[config.mk]
export PLATFORM = sky130hd
export DESIGN_NAME = alsu_arbiter
export DESIGN_NICKNAME = d
export VERILOG_FILES = /design/src/rtl/alsu_arbiter.sv
export SDC_FILE = /design/constraint.sdc
export NUM_CORES = 1
export LEC_CHECK = 0
export CAP_MARGIN = 30
export CORE_AREA = 2 2 87 72
export DETAILED_ROUTE_END_ITERATION = 16
export DIE_AREA = 0 0 89 74
export PLACE_DENSITY = 0.92
export SLEW_MARGIN = 20
export SYNTH_ARGS = -nofsm -noshare
export SYNTH_HDL_FRONTEND = slang
export SYNTH_SLANG_ARGS = --single-unit
[constraint.sdc]
create_clock -name clk -period 3.4 [get_ports clk]
set_clock_uncertainty 0.1 [all_clocks]
set_input_delay 0.34 -clock clk [delete_from_list [all_inputs] [get_ports clk]]
set_output_delay 0.34 -clock clk [all_outputs]
set_load 0.02 [all_outputs]
[src/rtl/alsu_arbiter.sv]
// alsu_arbiter: two-requester round-robin arbiter and sequencer for the shared ALSU.
// A granted command is driven onto the ALSU for len+1 cycles. The ALSU pipeline
// (two register stages) is then drained and the ALSU result is returned to the
// requester that owns the grant.
//
// Handshake semantics (request and response side alike): a transfer happens on a
// rising edge where valid and ready are both high. A requester keeps valid and its
// payload stable until that edge. The arbiter keeps rspX_valid and the rsp_* data
// stable until rspX_ready is seen.
module alsu_arbiter #(
    parameter int          LEN_W    = 3,
    parameter logic [15:0] PARK_CMD = 16'h0000
) (
    input  logic             clk,
    input  logic             rst_n,
    input  logic             req0_valid,
    output logic             req0_ready,
    input  logic [15:0]      req0_cmd,
    input  logic [LEN_W-1:0] req0_len,
    input  logic             req1_valid,
    output logic             req1_ready,
    input  logic [15:0]      req1_cmd,
    input  logic [LEN_W-1:0] req1_len,
    output logic             rsp0_valid,
    input  logic             rsp0_ready,
    output logic             rsp1_valid,
    input  logic             rsp1_ready,
    output logic [5:0]       rsp_out,
    output logic [15:0]      rsp_leds,
    output logic             rsp_err,
    output logic [15:0]      alsu_cmd,
    input  logic [5:0]       alsu_out,
    input  logic [15:0]      alsu_leds,
    output logic             busy,
    output logic             grant_id
);

    typedef enum logic [2:0] {
        IDLE  = 3'd0,
        ISSUE = 3'd1,
        WAIT1 = 3'd2,
        WAIT2 = 3'd3,
        RESP  = 3'd4
    } state_t;

    state_t           state;
    logic             last_grant;   // requester granted most recently
    logic [15:0]      cmd_q;        // command latched at grant
    logic [LEN_W-1:0] cnt;          // remaining extra issue cycles

    logic             pick1;
    logic             accept;
    logic             in_idle;
    logic [15:0]      sel_cmd;
    logic [LEN_W-1:0] sel_len;
    logic [2:0]       op_q;
    logic             illegal;
    logic             rsp_ready_g;

    // Arbitration, request-side ready, and illegal-command decode.
    always_comb begin
        pick1       = 1'b0;
        in_idle     = (state == IDLE) && rst_n;
        // With both requests pending, the side not served last wins.
        if (req0_valid && req1_valid) begin
            pick1 = ~last_grant;
        end else begin
            pick1 = req1_valid;
        end
        req0_ready  = in_idle && req0_valid && !pick1;
        req1_ready  = in_idle && req1_valid && pick1;
        accept      = req0_ready || req1_ready;
        sel_cmd     = pick1 ? req1_cmd : req0_cmd;
        sel_len     = pick1 ? req1_len : req0_len;
        op_q        = cmd_q[8:6];
        // Opcodes 110/111 are undefined; reductions exist only for OR and XOR.
        illegal     = (op_q == 3'b110) || (op_q == 3'b111) ||
                      ((cmd_q[12] || cmd_q[13]) && (op_q[2:1] != 2'b00));
        rsp_ready_g = grant_id ? rsp1_ready : rsp0_ready;
    end

    // Sequencer FSM with all outputs registered.
    always_ff @(posedge clk or negedge rst_n) begin
        if (!rst_n) begin
            state      <= IDLE;
            last_grant <= 1'b1;
            cmd_q      <= '0;
            cnt        <= '0;
            alsu_cmd   <= PARK_CMD;
            rsp0_valid <= 1'b0;
            rsp1_valid <= 1'b0;
            rsp_out    <= '0;
            rsp_leds   <= '0;
            rsp_err    <= 1'b0;
            grant_id   <= 1'b0;
            busy       <= 1'b0;
        end else begin
            case (state)
                IDLE: begin
                    if (accept) begin
                        cmd_q      <= sel_cmd;
                        cnt        <= sel_len;
                        grant_id   <= pick1;
                        last_grant <= pick1;
                        alsu_cmd   <= sel_cmd;
                        busy       <= 1'b1;
                        state      <= ISSUE;
                    end else begin
                        alsu_cmd   <= PARK_CMD;
                    end
                end
                ISSUE: begin
                    // cnt==0 marks the last of the len+1 issue cycles.
                    if (cnt == '0) begin
                        alsu_cmd <= PARK_CMD;
                        state    <= WAIT1;
                    end else begin
                        cnt      <= cnt - LEN_W'(1);
                    end
                end
                WAIT1: begin
                    state <= WAIT2;
                end
                WAIT2: begin
                    // ALSU output now reflects the last issue cycle.
                    rsp_out    <= alsu_out;
                    rsp_leds   <= alsu_leds;
                    rsp_err    <= illegal;
                    rsp0_valid <= ~grant_id;
                    rsp1_valid <= grant_id;
                    state      <= RESP;
                end
                RESP: begin
                    if (rsp_ready_g) begin
                        rsp0_valid <= 1'b0;
                        rsp1_valid <= 1'b0;
                        busy       <= 1'b0;
                        state      <= IDLE;
                    end
                end
                default: begin
                    alsu_cmd <= PARK_CMD;
                    busy     <= 1'b0;
                    state    <= IDLE;
                end
            endcase
        end
    end

endmodule

==> out/metrics.csv, run 1 <==
metric;value;unit
ant_nets;0;
drv_cap;0;
min_path_type;input port to asynchronous set/reset pin;
rows;25;
min_period;2630;ps
path_max_fanout;8;
drt-total-wl;5711;um
clock_path_buffers;2;
busiest_layer;met2;
setup_tns;0;ps
yosysTopAreaCellShare;52.76;%
hpwlAfterDp;4309;um
clock.fmax;380.2;MHz
dpl_cell_area;3676;um^2
slowest_delay;620;ps
syn-cell-area;2514;um^2
outcome;completed;
rsz0062_at_grt;false;
final_cells;381;
synth_common_cells;dfrtp_1 (53), mux2i_1 (20), a21o_1 (12), mux2_1 (12), mux2_2 (11);
cp_slowest_cell;clkdlybuf4s50_1;
combPwrFrac;50.7;%
post_synth.cell_area_avg;13.51;um^2
cts_tree;done;
fin_nets;367;
die_area;6586;um^2
diodes;0;
p_leak;1.651;nW
grt_max_degree;55;
synth_most_common_cell;dfrtp_1;
start_util;43.67;%
first_pass_iters;3;
layout-drive-gt1-share;16.33;%
gp_congestion;0.7663;
core;5756;um^2
clock_sinks;54;
cp-startpoint;state[1];
via_per_inst;5.018;
die-height;74;um
dp.cells;373;
synth_top_flop_cell;dfrtp_1;
antenna_found_initial;0;
switching_power;1.210;mW
cp-start-kind;flop;
yosysUniqueCellTypes;36;
seq_area_frac_synth;53.81;%
worstSetupPathType;flop to output pin;
io_pins;111;
peakVddDrop;0.4564;mV
async_flop_share;100.0;%
vias;1912;
grt_use_total;18.60;%
tightest_slew;960.9;ps
drc_errors;0;
postCtsHoldBufs;0;
post-route-period-util;77.35;%
hold_viol_final;0;
pre_cts_ws;873.2;ps
avgRoutedWirePerCell;14.99;um
r2r_setup_slack;1190;ps
drt-initial-drc-count;32;
setup.worst_path.end_class;output pin;
syn_nets;254;
grt_pass1_vias;2025;
final_util;65.83;%
use_met2;30.02;%
clk_pin_slew_worst_paths;110;ps
grtUsageMet3;6.770;%
post_cts_buffers;0;
yosysWarnings;0;
seq_power_share;35.4;%
portBuffers;110;
setup_slack;770.0;ps
p_per_area;842.3;nW/um^2
clock_power_share;13.9;%
synth_seq_cells;54;
cts-resized-gates;0;
area_delta_synth_final;50.72;%
path_cells;nor4b_4, and2_1, clkdlybuf4s50_1;
grt_use_met1;23.41;%
insertion_delay;310;ps
sw_frac_of_total;37.91;%
finalMaxSlewViolations;0;
critPathRequiredTime;2960;ps
relSlewSlack;35.89;%
cp.arrival;2190;ps
internal-power;1.981;mW
stdcell_area;3789;um^2
netlist_instances;186;
synth.largest_area_cell;dfrtp_1;
die_w;89;um
synth.area.top_cells;dfrtp_1 (53%), mux2i_1 (8.0%), o2bb2ai_2 (6.0%);
rr_endpoint;alsu_cmd[6];
setup_viol;0;
reg2reg_depth;7;
nFillCells;446;
grt_remaining_overflow;0;
timing.rr.start;cnt[0];
htreeDepth;2;
synth_edf_count;0;
grt_pass1_wl;9349;um
numCtsBuffers;5;
cts-root-buf;clkbuf_8;
critical path: cells and delay by family (launching register included):
| kind | cells | cell delay, ps |
|---|---|---|
| buf+inv | 1 | 620 |
| simple gates | 2 | 750 |
| flops | 1 | 510 |
layout by cell type, fill, tap and decap left out, drive strengths merged:
| cell type | n |
|---|---|
| a21oi | 6 |
| dfstp | 1 |
| nor3b | 2 |
| a21boi | 1 |
| a22oi | 2 |
| inv | 6 |
| a221oi | 2 |
| clkdlybuf4s50 | 109 |
| buf | 7 |
| and2 | 2 |
| o21ai | 4 |
| o31ai | 1 |
| o21a | 1 |
| nor4b | 1 |
| o2bb2ai | 11 |
| a21o | 12 |
| clkinv | 1 |
| mux2i | 20 |
| nor3 | 2 |
| o21bai | 1 |
| a31oi | 1 |
| ha | 2 |
| mux2 | 23 |
| dfrtp | 53 |
| nand2 | 10 |
| nand3 | 3 |
| bufinv | 1 |
| nor2 | 8 |
| and3 | 1 |
| o311a | 1 |
| clkbuf | 5 |
routing by layer:
| metal | vias to the layer above | wire length, um | share of wire, % |
|---|---|---|---|
| met4 | 0 | 61 | 1.1 |
| met5 | - | 0 | 0 |
| met3 | 8 | 487 | 8.5 |
| met2 | 61 | 2614 | 46 |
| met1 | 938 | 2548 | 45 |
| li1 | 905 | - | - |
per-stage QoR:
step                power, mW  hold WS (ps)
floorplan               2.136        -55.59
global placement        2.715         360.0
detailed placement      2.781         364.2
CTS                     3.232         141.6
global route            3.401         161.8
finish                  3.191         111.2
worst max-delay path by stage:
stage                             to  slack, ps  cells after the start
after floorplan           req0_ready       1710                      4
after global placement    req1_ready        930                      5
after detailed placement  req1_ready        870                      5
after CTS                 req1_ready        760                      3
after global routing      req1_ready        670                      3
final                     req1_ready        770                      3
final cells by class:
class                      count  area, um^2  share of cell area (%)
timing repair buffer         116        1141                   30.12
clock inverter                 3       43.79                   1.156
clock buffer                   5       68.82                   1.816
tap                           81       101.3                   2.675
sequential                    54        1353                   35.70
inverter                       5       18.77                  0.4954
multi-input combinational    117        1062                   28.04
kinds of logic after synthesis:
| kind of cell | count (synthesis) | synth area share, % |
|---|---|---|
| mux | 43 | 18.27 |
| simple gates | 29 | 6.720 |
| compound gates | 43 | 16.28 |
| flops | 54 | 53.81 |
| fa+ha+maj | 2 | 0.9954 |
| buf+inv | 15 | 3.932 |
sequential cells by signal (all words and copies together), names as in the netlist, 3 cells and up:
name,cells
state,3
cmd_q,4
cnt,3
rsp_out,6
rsp_leds,16
alsu_cmd,16
power groups by stage:
stage / Combinational, mW / Sequential, mW / Clock [mW]
global placement: 1.59 / 1.12 / 0
finish: 1.62 / 1.13 / 0.442
global route: 1.75 / 1.17 / 0.483
detailed placement: 1.64 / 1.14 / 0
floorplan: 0.782 / 1.35 / 0
CTS: 1.64 / 1.13 / 0.457
Note: power is estimated with default switching activity, not from simulation.
==> run 2, diff against run 1 <==
--- a/config.mk
+++ b/config.mk
@@ -6,10 +6,10 @@
 export NUM_CORES = 1
 export LEC_CHECK = 0
 export CAP_MARGIN = 30
-export CORE_AREA = 2 2 87 72
+export CORE_AREA = 2 2 94 78
 export DETAILED_ROUTE_END_ITERATION = 16
-export DIE_AREA = 0 0 89 74
-export PLACE_DENSITY = 0.92
+export DIE_AREA = 0 0 96 80
+export PLACE_DENSITY = 0.84
 export SLEW_MARGIN = 20
 export SYNTH_ARGS = -nofsm -noshare
 export SYNTH_HDL_FRONTEND = slang
==> constraint.sdc (replaced) <==
create_clock -name clk -period 2.1 [get_ports clk]
set_clock_uncertainty 0.1 [all_clocks]
set_input_delay 0.21 -clock clk [delete_from_list [all_inputs] [get_ports clk]]
set_output_delay 0.21 -clock clk [all_outputs]
set_load 0.02 [all_outputs]
==> run 2 against run 1 <==
Effect of this change:
- largest power group unchanged
- non-clock buffer count rose by 10
- sequential power rose by 58%
- core utilization shrank 8.5 points
- wire length rose by 4.6%
- first-iteration DRC count increased by 31%
- sequential cell count is the same
- register-to-register slack lost 990 ps
- clock power increased by 37%
- die area is 17% higher
==> out/metrics.csv, run 2 (synthesis results as in run 1) <==
metric;value;unit;change
outcome;completed;;
layout_common_cells;clkdlybuf4s50_1 (107), dfrtp_1 (53), mux2i_1 (20), buf_4 (15);;
min_period;1994;ps;
diodes;0;;unchanged
via_per_inst;4.851;;-3.3%
drc_errors;0;;unchanged
relSlewSlack;55.20;%;+19 points
multiInputGateArea;1062;um^2;unchanged
clock.fmax;501.6;MHz;
p_leak;1.699;nW;+2.9%
antenna_found_initial;0;;unchanged
grt_use_total;15.94;%;-2.7 points
nFillCells;589;;+32%
hold_viol_final;0;;unchanged
core;6723;um^2;+17%
dpl_cell_area;3751;um^2;+2.0%
whs;392.7;ps;+281.5 ps
critPathRequiredTime;1790;ps;-1170 ps
drt-initial-drc-count;42;;+31%
die_area;7680;um^2;+17%
clock_power_share;11.7;%;-2.2 points
clk_pin_slew_worst_paths;90;ps;-20 ps
setup_tns;0;ps;unchanged
hpwlAfterDp;4598;um;+6.7%
worstSetupPathType;input port to output pin;;
first_pass_iters;3;;unchanged
rsz0062_at_grt;false;;
gp_congestion;0.7651;;-0.16%
grt_remaining_overflow;0;;unchanged
sw_frac_of_total;37.85;%;-0.061 points
peakVddDrop;0.6567;mV;+44%
io_pins;111;;unchanged
regArea;1353;um^2;unchanged
finalMaxSlewViolations;0;;unchanged
post_cts_buffers;0;;unchanged
met1_length;2528;um;-0.78%
cp-start-kind;input port;;
area_delta_synth_final;53.31;%;
die_w;96;um;+7.9%
mostFrequentLayoutCell;clkdlybuf4s50_1;;
tightest_slew;672.0;ps;-288.9 ps
cts_tree;done;;
vias;1926;;+0.73%
grt_max_degree;55;;unchanged
p_per_area;1343;nW/um^2;+59%
drt-total-wl;5976;um;+4.6%
top_regs;alsu_cmd x16, rsp_leds x16, rsp_out x6;;
setup.worst_path.end_class;output pin;;
wl_met3;316;um;-35%
ant_nets;0;;unchanged
htreeDepth;2;;unchanged
die-height;80;um;+8.1%
grt_pass1_vias;1988;;-1.8%
dr.max_layer_used;met4;;
switching_power;1.959;mW;+62%
start_util;37.39;%;-6.3 points
insertion_delay;300;ps;about the same
clock_sinks;54;;unchanged
clock_path_buffers;2;;unchanged
seq_power_share;34.5;%;-0.9 points
layout-drive-gt1-share;18.39;%;+2.1 points
portBuffers;110;;unchanged
cts-root-buf;clkbuf_8;;
wl_met2;3104;um;+19%
stdcell_area;3854;um^2;+1.7%
fin_nets;377;;+2.7%
numCtsBuffers;5;;unchanged
combPwrFrac;53.8;%;+3.1 points
path_max_fanout;3;;-5
grt_pass1_wl;9453;um;+1.1%
avgRoutedWirePerCell;15.05;um;+0.42%
cp.arrival;1680;ps;-510 ps
drv_cap;0;;unchanged
internal-power;3.216;mW;+62%
rows;27;;+8.0%
setup_viol;0;;unchanged
min_path_type;flop to flop;;
post-route-period-util;94.94;%;
-- run 2: layout make-up --
class / instances / area share, %
multi-input combinational: 117 / 27.56
clock inverter: 1 / 0.2273
timing repair buffer: 126 / 31.56
tap: 87 / 2.825
inverter: 5 / 0.4870
clock buffer: 7 / 2.240
sequential: 54 / 35.10
-- run 2: layer usage --
layer	GRT usage (%)	up-vias
li1	-	919
met1	19.89	958
met2	27.92	47
met3	3.966	2
met4	3.000	0
met5	0	-
-- run 2: stage by stage --
step                      utilization [%]  worst slack [ps]  instances  total power, mW
final                               57.32             106.3        397            5.175
after global routing                57.32             50.39        397            5.535
after CTS                           57.32             96.22        397            5.263
after detailed placement            55.80             11.43        388            4.641
after global placement              55.80             46.15        388            4.516
after floorplan                         -             468.2        186            3.458
-- run 2: critical path, stage by stage --
cell and delay (ps):
dlygate4sd3_1 520, buf_2 130, nor4b_4 230, and2_1 230, dlygate4sd2_1 370
-- run 2: final timing paths --
path	start	to	slack, ps	cells past startpoint
max in group asynchronous	rst_n	cnt[1]	950	3
min	busy	busy	390	1
max reg2reg	cnt[0]	alsu_cmd[9]	200	8
max	rst_n	req1_ready	110	5
min reg2reg	busy	busy	390	1
min in group asynchronous	rst_n	rsp_leds[15]	500	3
-- run 2: power groups by stage --
stage	combinational [mW]	sequential, mW	clock, mW
after global routing	3.01	1.84	0.683
after CTS	2.84	1.79	0.634
after detailed placement	2.83	1.81	0
after floorplan	1.27	2.19	0
final	2.79	1.78	0.604
after global placement	2.74	1.78	0
-- run 2: timing repair --
item                                    4_1_cts  5_1_grt
endpoints found under the setup margin        2        0
hold buffers                                  1        0
resized for setup                             2        0
endpoints found under the hold margin        26        0
==> run 3, diff against run 2 <==
==> constraint.sdc (replaced) <==
create_clock -name clk -period 2.1 [get_ports clk]
set_clock_uncertainty 0.1 [all_clocks]
set_input_delay 0.63 -clock clk [delete_from_list [all_inputs] [get_ports clk]]
set_output_delay 0.63 -clock clk [all_outputs]
set_load 0.02 [all_outputs]
==> run 3 against run 2 <==
Effect of this change:
- sequential share of layout area shrank 0.59 points
- via count shrank 0.42%
- wire length shrank 0.44%
- setup slack lost 160 ps
- critical path type unchanged
- critical endpoint is now req0_ready
- total power grew 3.2%
- the flow now finishes with violations (negative setup slack)
- non-clock buffer count grew 1
- highest routed layer unchanged
- cell area grew 1.7%
==> out/metrics.csv, run 3 (synthesis results as in run 1) <==
metric;value;unit;change
grtUsageMet3;4.533;%;+0.57 points
drt-total-wl;5950;um;-0.44%
grt_max_degree;55;;unchanged
hpwlAfterDp;4501;um;-2.1%
grt_use_met1;19.83;%;-0.060 points
grt_remaining_overflow;0;;unchanged
switching_power;1.983;mW;+1.2%
numCtsBuffers;5;;unchanged
gp_congestion;0.7216;;-5.7%
sw_frac_of_total;37.12;%;-0.74 points
rows;27;;unchanged
min_path_type;input port to asynchronous set/reset pin;;
layout_common_cells;clkdlybuf4s50_1 (102), dfrtp_1 (53), mux2i_1 (20), buf_4 (14);;
die-height;80;um;unchanged
dpl_cell_area;3791;um^2;+1.1%
combPwrFrac;53.7;%;about the same
cts-root-buf;clkbuf_8;;
clock_power_share;13.2;%;+1.5 points
top_regs;alsu_cmd x16, rsp_leds x16, rsp_out x6;;
first_pass_iters;4;;+1
io_pins;111;;unchanged
cp.arrival;1420;ps;-260 ps
setup_slack;-49.62;ps;-156.0 ps
stdcell_area;3920;um^2;+1.7%
drc_errors;0;;unchanged
setup_tns;-86.15;ps;-86.15 ps
clock_sinks;54;;unchanged
path_max_fanout;2;;-1
cp-start-kind;input port;;
busiest_layer;met2;;
post_cts_buffers;0;;unchanged
finalMaxSlewViolations;0;;unchanged
r2r_setup_slack;200;ps;about the same
diodes;0;;unchanged
cts_tree;done;;
fin_nets;378;;+0.27%
vias;1918;;-0.42%
clock.fmax;465.2;MHz;-7.3%
drt-initial-drc-count;56;;+33%
whs;388.1;ps;-4.620 ps
start_util;37.39;%;unchanged
worstSetupPathType;input port to output pin;;
core;6723;um^2;unchanged
layout-drive-gt1-share;20.58;%;+2.2 points
internal-power;3.360;mW;+4.5%
min_period;2150;ps;+156.0 ps
setup_viol;2;;+2
outcome;finished, violations left;;
rsz0062_at_grt;true;;
nFillCells;587;;-0.34%
path_cells;dlygate4sd2_1, a21boi_2, buf_4, nor2_2, buf_6;;
grt_pass1_wl;9459;um;about the same
use_met2;26.88;%;-1.0 points
cp_slowest_cell;dlygate4sd2_1;;
peakVddDrop;0.6373;mV;-3.0%
violations;negative setup slack;;
hold_viol_final;0;;unchanged
tightest_slew;675.8;ps;+3.731 ps
slowest_delay;250;ps;-270 ps
relSlewSlack;54.95;%;-0.25 points
clock_path_buffers;2;;unchanged
setup.worst_path.end_class;output pin;;
p_total;5.343;mW;+3.2%
ant_nets;0;;unchanged
p_leak;1.775;nW;+4.5%
avgRoutedWirePerCell;14.95;um;-0.69%
seq_power_share;33.0;%;-1.5 points
clk_pin_slew_worst_paths;100;ps;about the same
portBuffers;110;;unchanged
grt_pass1_vias;2036;;+2.4%
antenna_found_initial;0;;unchanged
die_w;96;um;unchanged
post-route-period-util;102.4;%;+7.4 points
drv_cap;0;;unchanged
area_delta_synth_final;55.95;%;
p_per_area;1363;nW/um^2;+1.5%
postCtsHoldBufs;0;;-1
grt_use_total;16.10;%;+0.16 points
critPathRequiredTime;1370;ps;-420 ps
die_area;7680;um^2;unchanged
insertion_delay;310;ps;about the same
via_per_inst;4.819;;-0.67%
htreeDepth;2;;unchanged
mostFrequentLayoutCell;clkdlybuf4s50_1;;
==> run 3: worst paths after layout <==
kind | from | end | cells after the start
setup reg to reg | cnt[0] | alsu_cmd[15] | 8
hold / removal | rst_n | state[2] | 2
max in group asynchronous | rst_n | rsp_leds[0] | 2
setup / recovery | req1_valid | req0_ready | 5
hold reg to reg | cmd_q[7] | cmd_q[7] | 1
min in group clk | cmd_q[7] | cmd_q[7] | 1
==> run 3: repair_timing <==
action                     CTS  global route
setup endpoints to repair   12             6
gates resized for setup     16             4
gates cloned                 0             0
pin swaps                    0             1
==> run 3: per-stage QoR <==
| stage | util, % | std cells | setup slack [ps] |
|---|---|---|---|
| 2_1_floorplan | - | 186 | 16.85 |
| 3_3_place_gp | 56.39 | 390 | -756.3 |
| 3_5_place_dp | 56.39 | 390 | -740.5 |
| 4_1_cts | 58.14 | 398 | -52.03 |
| 5_1_grt | 58.31 | 398 | -100.1 |
| 6_report | 58.31 | 398 | -49.62 |
==> run 3: metal layers <==
metal	vias up	part of all wire (%)
met1	939	42
met2	52	50
met5	-	0
met4	0	1.3
li1	918	-
met3	9	6.3
==> run 3: power groups by stage <==
stage	registers, mW	clock network (mW)	logic [mW]
after floorplan	2.19	0	1.27
after global placement	1.77	0	2.82
after detailed placement	1.79	0	2.90
after CTS	1.77	0.733	2.91
after global routing	1.83	0.776	3.08
final	1.77	0.706	2.87
==> run 3: layout make-up <==
type,count,area [um^2],share of cell area [%]
Multi-Input combinational cell,117,1067,27.23
Clock inverter,3,43.79,1.117
Inverter,5,18.77,0.4788
Clock buffer,5,68.82,1.756
Tap cell,87,108.9,2.777
Sequential cell,54,1353,34.50
Timing Repair Buffer,127,1260,32.14
==> run 3: worst max-delay path: cells and delay by family <==
family | cells | cell delay (ps)
buf+inv | 3 | 510
compound gates | 1 | 170
simple gates | 1 | 110
